## src/rtl/reward_scheduler.sv

```systemverilog
// Reward scheduler: spawns a reward, waits for pickup or timeout, runs the picked or
// forced effect on a seconds timer, then recovers and cools down before the next spawn.
module reward_scheduler #(
  parameter int TICK_DIV          = 20000000,
  parameter int EFFECT_SEC        = 30,
  parameter int GRADE_SEC         = 6,
  parameter int RECOVER_SEC       = 10,
  parameter int SPAWN_TIMEOUT_SEC = 15,
  parameter int COOLDOWN_SEC      = 5
) (
  input  logic       clk,
  input  logic       rst,
  input  logic [1:0] game_status,
  input  logic       spawn_ack,
  input  logic       pickup,
  input  logic [1:0] pickup_type,
  input  logic [2:0] sw,
  output logic       spawn_req,
  output logic       reward_visible,
  output logic       reward_protected,
  output logic       reward_slowly,
  output logic       reward_grade,
  output logic       speed_recover,
  output logic [5:0] sec_left,
  output logic [2:0] sched_state
);

  typedef enum logic [2:0] {
    S_IDLE      = 3'd0,
    S_SPAWN     = 3'd1,
    S_WAIT_PICK = 3'd2,
    S_ACTIVE    = 3'd3,
    S_RECOVER   = 3'd4,
    S_COOLDOWN  = 3'd5
  } state_t;

  // Effect codes share the pickup_type encoding.
  localparam logic [1:0] EFF_NONE = 2'd0;
  localparam logic [1:0] EFF_SLOW = 2'd2;
  localparam logic [1:0] EFF_GRD  = 2'd3;

  localparam int PW = (TICK_DIV > 1) ? $clog2(TICK_DIV) : 1;

  state_t        state, state_n;
  logic [PW-1:0] presc, presc_n;
  logic [5:0]    sec_n;
  logic [1:0]    eff, eff_n;
  logic [1:0]    pend, pend_n;
  logic [2:0]    sw_q;

  logic          running;
  logic          tick;
  logic          expire;
  logic [1:0]    force_code;
  logic          force_hit;
  logic          act_go;
  logic [1:0]    act_code;
  logic          restart;

  // Timer length of an effect: grade is short, the others share one duration.
  function automatic logic [5:0] effect_len(input logic [1:0] code);
    effect_len = (code == EFF_GRD) ? 6'(GRADE_SEC) : 6'(EFFECT_SEC);
  endfunction

  // One-hot switch pattern to effect code; anything else means no force.
  function automatic logic [1:0] sw_code(input logic [2:0] s);
    case (s)
      3'b001:  sw_code = 2'd1;
      3'b010:  sw_code = 2'd2;
      3'b100:  sw_code = 2'd3;
      default: sw_code = EFF_NONE;
    endcase
  endfunction

  assign running    = (game_status == 2'b10);
  assign tick       = (presc == PW'(TICK_DIV - 1));
  assign expire     = tick && (sec_left == 6'd1);
  assign force_code = sw_code(sw);
  assign force_hit  = (force_code != EFF_NONE) && (sw != sw_q);

  // State register plus timer, effect, pending-force and switch history.
  always_ff @(posedge clk or posedge rst) begin
    if (rst) begin
      state    <= S_IDLE;
      presc    <= '0;
      sec_left <= '0;
      eff      <= EFF_NONE;
      pend     <= EFF_NONE;
      sw_q     <= '0;
    end else begin
      state    <= state_n;
      presc    <= presc_n;
      sec_left <= sec_n;
      eff      <= eff_n;
      pend     <= pend_n;
      sw_q     <= sw;
    end
  end

  // Next-state logic: abort first, then forces, then pickups, then timer expiry.
  always_comb begin
    state_n  = state;
    sec_n    = sec_left;
    eff_n    = eff;
    pend_n   = EFF_NONE;
    act_go   = 1'b0;
    act_code = EFF_NONE;
    if (!running) begin
      state_n = S_IDLE;
      sec_n   = '0;
      eff_n   = EFF_NONE;
    end else begin
      case (state)
        S_IDLE: begin
          state_n = S_SPAWN;
          sec_n   = '0;
        end
        S_SPAWN: begin
          // A force here waits until the reward has been placed.
          pend_n = force_hit ? force_code : pend;
          if (spawn_ack) begin
            state_n = S_WAIT_PICK;
            sec_n   = 6'(SPAWN_TIMEOUT_SEC);
          end
        end
        S_WAIT_PICK: begin
          if (force_hit) begin
            act_go   = 1'b1;
            act_code = force_code;
          end else if (pend != EFF_NONE) begin
            act_go   = 1'b1;
            act_code = pend;
          end else if (pickup) begin
            if (pickup_type != EFF_NONE) begin
              act_go   = 1'b1;
              act_code = pickup_type;
            end else begin
              state_n = S_COOLDOWN;
              sec_n   = 6'(COOLDOWN_SEC);
            end
          end else if (expire) begin
            state_n = S_COOLDOWN;
            sec_n   = 6'(COOLDOWN_SEC);
          end else if (tick) begin
            sec_n = sec_left - 6'd1;
          end
        end
        S_ACTIVE: begin
          if (force_hit) begin
            act_go   = 1'b1;
            act_code = force_code;
          end else if (expire) begin
            eff_n = EFF_NONE;
            if (eff == EFF_SLOW) begin
              state_n = S_RECOVER;
              sec_n   = 6'(RECOVER_SEC);
            end else begin
              state_n = S_COOLDOWN;
              sec_n   = 6'(COOLDOWN_SEC);
            end
          end else if (tick) begin
            sec_n = sec_left - 6'd1;
          end
        end
        S_RECOVER, S_COOLDOWN: begin
          if (force_hit) begin
            act_go   = 1'b1;
            act_code = force_code;
          end else if (expire) begin
            if (state == S_RECOVER) begin
              state_n = S_COOLDOWN;
              sec_n   = 6'(COOLDOWN_SEC);
            end else begin
              state_n = S_SPAWN;
              sec_n   = '0;
            end
          end else if (tick) begin
            sec_n = sec_left - 6'd1;
          end
        end
        default: begin
          state_n = S_IDLE;
          sec_n   = '0;
          eff_n   = EFF_NONE;
        end
      endcase
      if (act_go) begin
        state_n = S_ACTIVE;
        eff_n   = act_code;
        sec_n   = effect_len(act_code);
      end
    end
    // Prescaler restarts on every entry, including a forced re-entry of ACTIVE.
    restart = act_go || (state_n != state);
    if (!running || restart || tick) presc_n = '0;
    else                             presc_n = presc + PW'(1);
  end

  // Output decode from the registered state and effect.
  always_comb begin
    spawn_req        = (state == S_SPAWN) && !spawn_ack;
    reward_visible   = (state == S_WAIT_PICK);
    reward_protected = (state == S_ACTIVE) && (eff == 2'd1);
    reward_slowly    = (state == S_ACTIVE) && (eff == EFF_SLOW);
    reward_grade     = (state == S_ACTIVE) && (eff == EFF_GRD);
    speed_recover    = (state == S_RECOVER);
    sched_state      = state;
  end

endmodule

```

## config.mk

```make
export PLATFORM = sky130hd
export DESIGN_NAME = reward_scheduler
export DESIGN_NICKNAME = d
export VERILOG_FILES = /design/src/rtl/reward_scheduler.sv
export SDC_FILE = /design/constraint.sdc
export NUM_CORES = 1
export LEC_CHECK = 0
export CELL_PAD_IN_SITES_DETAIL_PLACEMENT = 1
export CELL_PAD_IN_SITES_GLOBAL_PLACEMENT = 2
export CORE_UTILIZATION = 36
export CTS_BUF_LIST = sky130_fd_sc_hd__clkbuf_2
export DETAILED_ROUTE_END_ITERATION = 7
export PLACE_DENSITY = 0.82
export REMOVE_ABC_BUFFERS = 1
export SYNTH_ARGS = -nofsm -noshare
export SYNTH_HDL_FRONTEND = slang
export SYNTH_SLANG_ARGS = --single-unit
```

## constraint.sdc

```tcl
create_clock -name clk -period 3.1 [get_ports clk]
set_input_delay 0.31 -clock clk [delete_from_list [all_inputs] [get_ports clk]]
set_output_delay 0.31 -clock clk [all_outputs]
set_load 0.05 [all_outputs]
```

# After elaboration in Yosys (flattened, before gate mapping)
# Cells that the tools add are included.
# W data, S select, Z words.
[totals]
ram_bits = 0
mem_count = 0
out_inout_bits = 15
mem_bits_ro = 0
latchBits = 0
regBits = 41
wordCells = 111
[op_classes]
n_div = 0
addsub = 2
magnitude_cmp = 0
bitwise_logic = 0
eq_ne = 26
mul = 0
n_shift = 0
n_reduce_logical = 20
muxes = 57
[ops]
columns = ["cell", "n"]
rows = [
  ["$mux W6", 13],
  ["$mux W3", 14],
  ["$mux W2", 13],
  ["$add A25 B1 Y25 const B", 1],
  ["$eq A25 B25 Y1 const B", 1],
  ["$mux W25", 1],
  ["$pmux W6 S4", 1],
  ["$ne A4 B4 Y1 const B", 4],
  ["$pmux W3 S5", 1],
  ["$eq A3 B2 Y1 const B", 3],
  ["$eq A3 B3 Y1 const B", 3],
  ["$eq A2 B2 Y1 const B", 4],
  ["$mux W1", 8],
  ["$ne A4 B3 Y1 const B", 2],
  ["$pmux W2 S2", 2],
  ["$eq A3 B1 Y1 const B", 2],
  ["$eq A6 B1 Y1 const B", 1],
  ["$logic_and A1 B1 Y1", 6],
  ["$ne A3 B3 Y1", 2],
  ["$pmux W2 S3", 1],
  ["$reduce_and A6 Y1", 1],
  ["$reduce_bool A2 Y1", 3],
  ["$sub A6 B1 Y6 const B", 1],
  ["$mux W5", 1],
  ["13 further kinds", 16],
]

# Longest topological paths before layout
[logic_depth]
depth_word = 14
ltp_mapped = 10

# Worst setup path after synthesis
# OpenSTA, ideal clock, no wires.
[synth_path]
path_kind = "reg2reg"
start = "register state[1] (netlist: sched_state[1])"
end = "register sec_left[3]"
arrival_ps = 2655
setup_time_ps = 83
slack_ps = 363
path_buffers = 1
path_stages_with_launch = 10
required_time_ps = 3017
cell_sequence = "dfrtp_1 clkbuf_1 nor2b_1 nand2_1 nor2_1 a21oi_1 nand2_1 nor2_1 a2bb2oi_1 o21ai_0"
[synth_via]
elab_chain_cells = 8
[synth_lines]
columns = ["element", "line", "text"]
rows = [
  ["from (decl)", "44", "state_t state, state_n;"],
  ["from (signal assigned)", "91", "state <= state_n;"],
  ["$eq A3 B3 Y1 / $eq A3 B2 Y1 (equally long branches)", "113", "case (state)"],
  ["$reduce_or A3 Y1 (no source line)", "--", ""],
  ["$pmux W2 S2", "113", ""],
  ["$mux W2", "108", "if (!running) begin"],
  ["$eq A2 B2 Y1", "62", "effect_len = (code == EFF_GRD) ? 6'(GRADE_SEC) : 6'(EFFECT_SEC);"],
  ["$mux W5", "62", ""],
  ["$mux W6", "187", "if (act_go) begin"],
  ["$mux W6", "108", ""],
  ["to (signal assigned)", "93", "sec_left <= sec_n;"],
  ["to (decl)", "24", "output logic [5:0] sec_left,"],
]
# Parallel ways exist; a longest one is shown, timed or not. The select of a mux whose other input is x is not followed.
# A chain may end at the register's enable or synchronous reset.

# Worst setup path in the final report
[layout_path]
start = "register presc[0]"
end = "register presc[24]"
[layout_via]
elab_chain_cells = 14
[layout_lines]
columns = ["element", "line", "text"]
rows = [
  ["from (decl)", "45", "logic [PW-1:0] presc, presc_n;"],
  ["from (signal assigned)", "92", "presc <= presc_n;"],
  ["$eq A25 B25 Y1", "76", "assign tick = (presc == PW'(TICK_DIV - 1));"],
  ["$logic_and A1 B1 Y1", "77", "assign expire = tick && (sec_left == 6'd1);"],
  ["$mux W3", "141", "end else if (expire) begin"],
  ["$mux W3", "133", "end else if (pickup) begin"],
  ["$mux W3", "130", "end else if (pend != EFF_NONE) begin"],
  ["$mux W3", "127", "if (force_hit) begin"],
  ["$pmux W3 S5", "113", ""],
  ["$mux W3", "187", ""],
  ["$mux W3", "108", ""],
  ["$ne A3 B3 Y1", "194", "restart = act_go || (state_n != state);"],
  ["$logic_or A1 B1 Y1", "194", ""],
  ["$logic_or A1 B1 Y1 (2 in series)", "195", "if (!running || restart || tick) presc_n = '0;"],
  ["$mux W25 (*)", "195", ""],
  ["via presc_n[24]", "45", ""],
]
# The timed path passes the listed nets; every way through them passes the cells marked *.

==> flow_metrics.tcl <==
set metrics [dict create \
    die_area_um2 7915 \
    drive_gt1_share_pct 12.61 \
    worst_pin_slew_ns 0.5607 \
    timing.final.max_slew_violations 0 \
    critical_path.max_fanout 7 \
    fillCellCount 915 \
    synthSimpleGateAreaFrac_pct 32.77 \
    maxcap_violations 0 \
    antenna_cells_inserted 0 \
    grt_antenna_before_repair 0 \
    drcViolationCount 0 \
    clk_path_buf_depth 2 \
    worst_hold_slack_ns 0.2833 \
    setup_tns_ns 0 \
    cp_data_arrival_time_ns 3.13 \
    synth_cell_type_count 53 \
    library_cell_with_the_highest_instance_count_after_synthesis "dfrtp_1" \
    area_of_combinational_cells_with_multiple_inputs_um2 1579 \
    vias_per_cell 5.453 \
    hold_class "input pin to async pin" \
    yosys_most_used_dff "dfrtp_1" \
    htree_levels 2 \
    fp.dieW_um 88.97 \
    grt.overflow.total 0 \
    crit_path_class "register to register" \
    yosys.area_share.adder_pct 1.379 \
    cell_at_the_root_of_the_clock_tree "clkbuf_2" \
    power_report.internal_total_mw 0.6814 \
    netSwitchingPower_mw 0.3410 \
    syn_avg_cell_area_um2 8.643 \
    slowest_delay_ns 0.48 \
    synth_top_family_by_area "simple AND/OR/NAND/NOR gates" \
    cts_sinks 41 \
    avgRoutedWirePerCell_um 16.45 \
    ys_top_cells_by_count "dfrtp_1, nor2_1, nand2_1" \
    post_synth_edffs 0 \
    final_cell_count_without_fillers 448 \
    leakagePower_nw 1.227 \
    yosysWarnings 0 \
    globalRouteTotalUtil_pct 20.48 \
    cts_resized 0 \
    cts_hold_repair.buffers 0 \
    post_synth_mux_area_share_pct 0.3676 \
    timing.critical_path.max_delay_family "simple AND/OR/NAND/NOR gates" \
    synth_top_area_share_pct 37.68 \
    post_synth_xor_area_fraction_pct 8.318 \
    numPortBuffers 25 \
    cts_made_buffers 5 \
    fmaxAchievable_mhz 359.7 \
    syn2layout_area_growth_pct 18.24 \
    synth_async_sr_flop_share_pct 100.0 \
    chipHeight_um 88.97 \
    final-setup-viol-count 0 \
    global_route_wire_length_before_repair_um 12440 \
    total_via_count_in_the_routed_design 2443 \
    gate_count_after_technology_mapping 315 \
    tritoncts "built" \
    final_nets 362 \
    maxSlewHeadroom_pct 62.33 \
    combinationalPowerShare_pct 19.5 \
    hold_violations 0 \
    shortest_clock_period_the_worst_path_allows_after_layout_ns 2.780 \
    drt_iter0_drc 90 \
    switching_share_pct 33.35 \
    synth_compound_gate_area_share_pct 14.98 \
    grt_max_degree 42 \
    cell_breakdown_of_the_critical_path "ha_1 -> and4_1 -> nand4_2 -> nor3_1 -> and2_1 -> or3b_2 -> xor2_1 -> nor4_1" \
    grt_setup_unrepaired "no" \
    gpl.final_weighted_congestion 0.8203 \
    utilization_pct 44.15 \
    worst_ep_required_time_ns 3.45 \
    synthDominantAreaCellType "dfrtp_1" \
    first_global_vias 2492 \
    timing.critical_path.buf_inv 0 \
    clk_latency_ns 0.43 \
    slowest_stage "dfrtp_1" \
    path_clk_slew_ns 0.26 \
    run_status "finished, final reports clean" \
    cell_rows 31 \
    detail_placement_hpwl_um 5382 \
    drt_first_pass_iters 4 \
    power_frac_seq_pct 54.4 \
    synth-seq-cells 41 \
    effective_utilization_at_floorplan_pct 37.34 \
    end_kind "register" \
    yosysSeqAreaShare_pct 37.68 \
    postCtsSetupBuffers 0 \
    vdd.ir_drop.worst_mv 0.1254 \
    syn-cell-area_um2 2723 \
    routed_wl_um 7369 \
    yosys-top-cells-area "dfrtp_1, xor2_1, nor2_1, nor3_1, nand2_1" \
    io_pins 26 \
    layout.area.seq_um2 1026 \
    setup.worst_path.start_class "register" \
    min_period_over_period_pct 89.68 \
    detail-route-antenna-nets 0 \
    placed_cells_incl_taps 440 \
    power_frac_clock_pct 26.1 \
    post_route_skew_ns 0.02603 \
    core_region_area_um2 7292 \
    p_per_area_nw_per_um2 317.6 \
]
-- cells in the final DEF, fill, tap and decap left out, drive strengths merged, types with 2 or more instances in the layout --
cell type	instances
o21ai	16
dfrtp	41
xnor2	9
a31oi	4
nor2	33
o32ai	2
or3b	2
clkdlybuf4s50	25
nor3b	4
nor3	25
inv	15
and2	6
o21a	2
a21oi	17
nand2	29
nand3	18
a2bb2oi	3
buf	15
nor2b	2
nor4b	3
nand4	7
o211ai	3
a211oi	3
nand2b	4
xor2	16
ha	3
nor4	14
clkbuf	5
and3	7
-- final cells by class --
cell class	count	share of cell area [%]
timing repair buffer	40	12.05
clock inverter	3	0.7773
clock buffer	5	0.7773
multi-input combinational	246	49.05
sequential	41	31.87
tap	99	3.848
inverter	14	1.632
-- per-layer routing --
layer | vias to the layer above | part of all wire, % | global-route usage [%]
met3 | 5 | 1.9 | 2.770
met5 | - | 0 | 0
met2 | 25 | 47 | 33.64
met4 | 0 | 0.99 | 4.762
li1 | 1199 | - | -
met1 | 1214 | 50 | 28.79
-- cell families after synthesis --
kind of cell | count (synthesis)
xor+xnor | 25
flops | 41
mux | 1
compound gates | 58
fa+ha+maj | 3
buf+inv | 28
simple gates | 159
-- registers in the layout (all words and copies together), names as in the netlist --
name	count
pend	2
sw_q	3
presc	25
eff	2
sched_state	3
sec_left	6
-- worst reg2reg max path, cell delays in order, from the launching register on --
cell,delay [ns]
dfrtp_1,0.48
ha_1,0.23
and4_1,0.24
nand4_2,0.26
nor3_1,0.43
and2_1,0.28
or3b_2,0.47
xor2_1,0.15
nor4_1,0.16
-- final timing paths --
check	start	end	slack [ns]	cells after the start
worst min-delay path	rst	presc[9]	0.28	3
worst max register to register	presc[0]	presc[24]	0.32	8
worst min register to register	presc[0]	presc[0]	0.54	1
max in group asynchronous	rst	pend[0]	2.43	3
min in group clk	sw[2]	sw_q[2]	0.44	1
worst max-delay path	presc[0]	presc[24]	0.32	8
-- metrics by stage --
step | instance area, µm² | total power [mW] | worst slack, ns
after detailed placement | 3169 | 0.7675 | 0.1306
after floorplan | 2653 | 0.6772 | -1.194
after CTS | 3219 | 1.048 | 0.2787
after global routing | 3219 | 1.086 | 0.1135
after global placement | 3169 | 0.7647 | 0.2294
final | 3219 | 1.022 | 0.3199
-- power groups by stage --
stage | clock (mW) | combinational (mW) | sequential [mW]
floorplan | 0 | 0.101 | 0.576
global placement | 0 | 0.199 | 0.565
detailed placement | 0 | 0.202 | 0.566
CTS | 0.289 | 0.202 | 0.557
global route | 0.308 | 0.219 | 0.559
finish | 0.267 | 0.199 | 0.556
No activity file was read; power rests on OpenSTA's default activity.
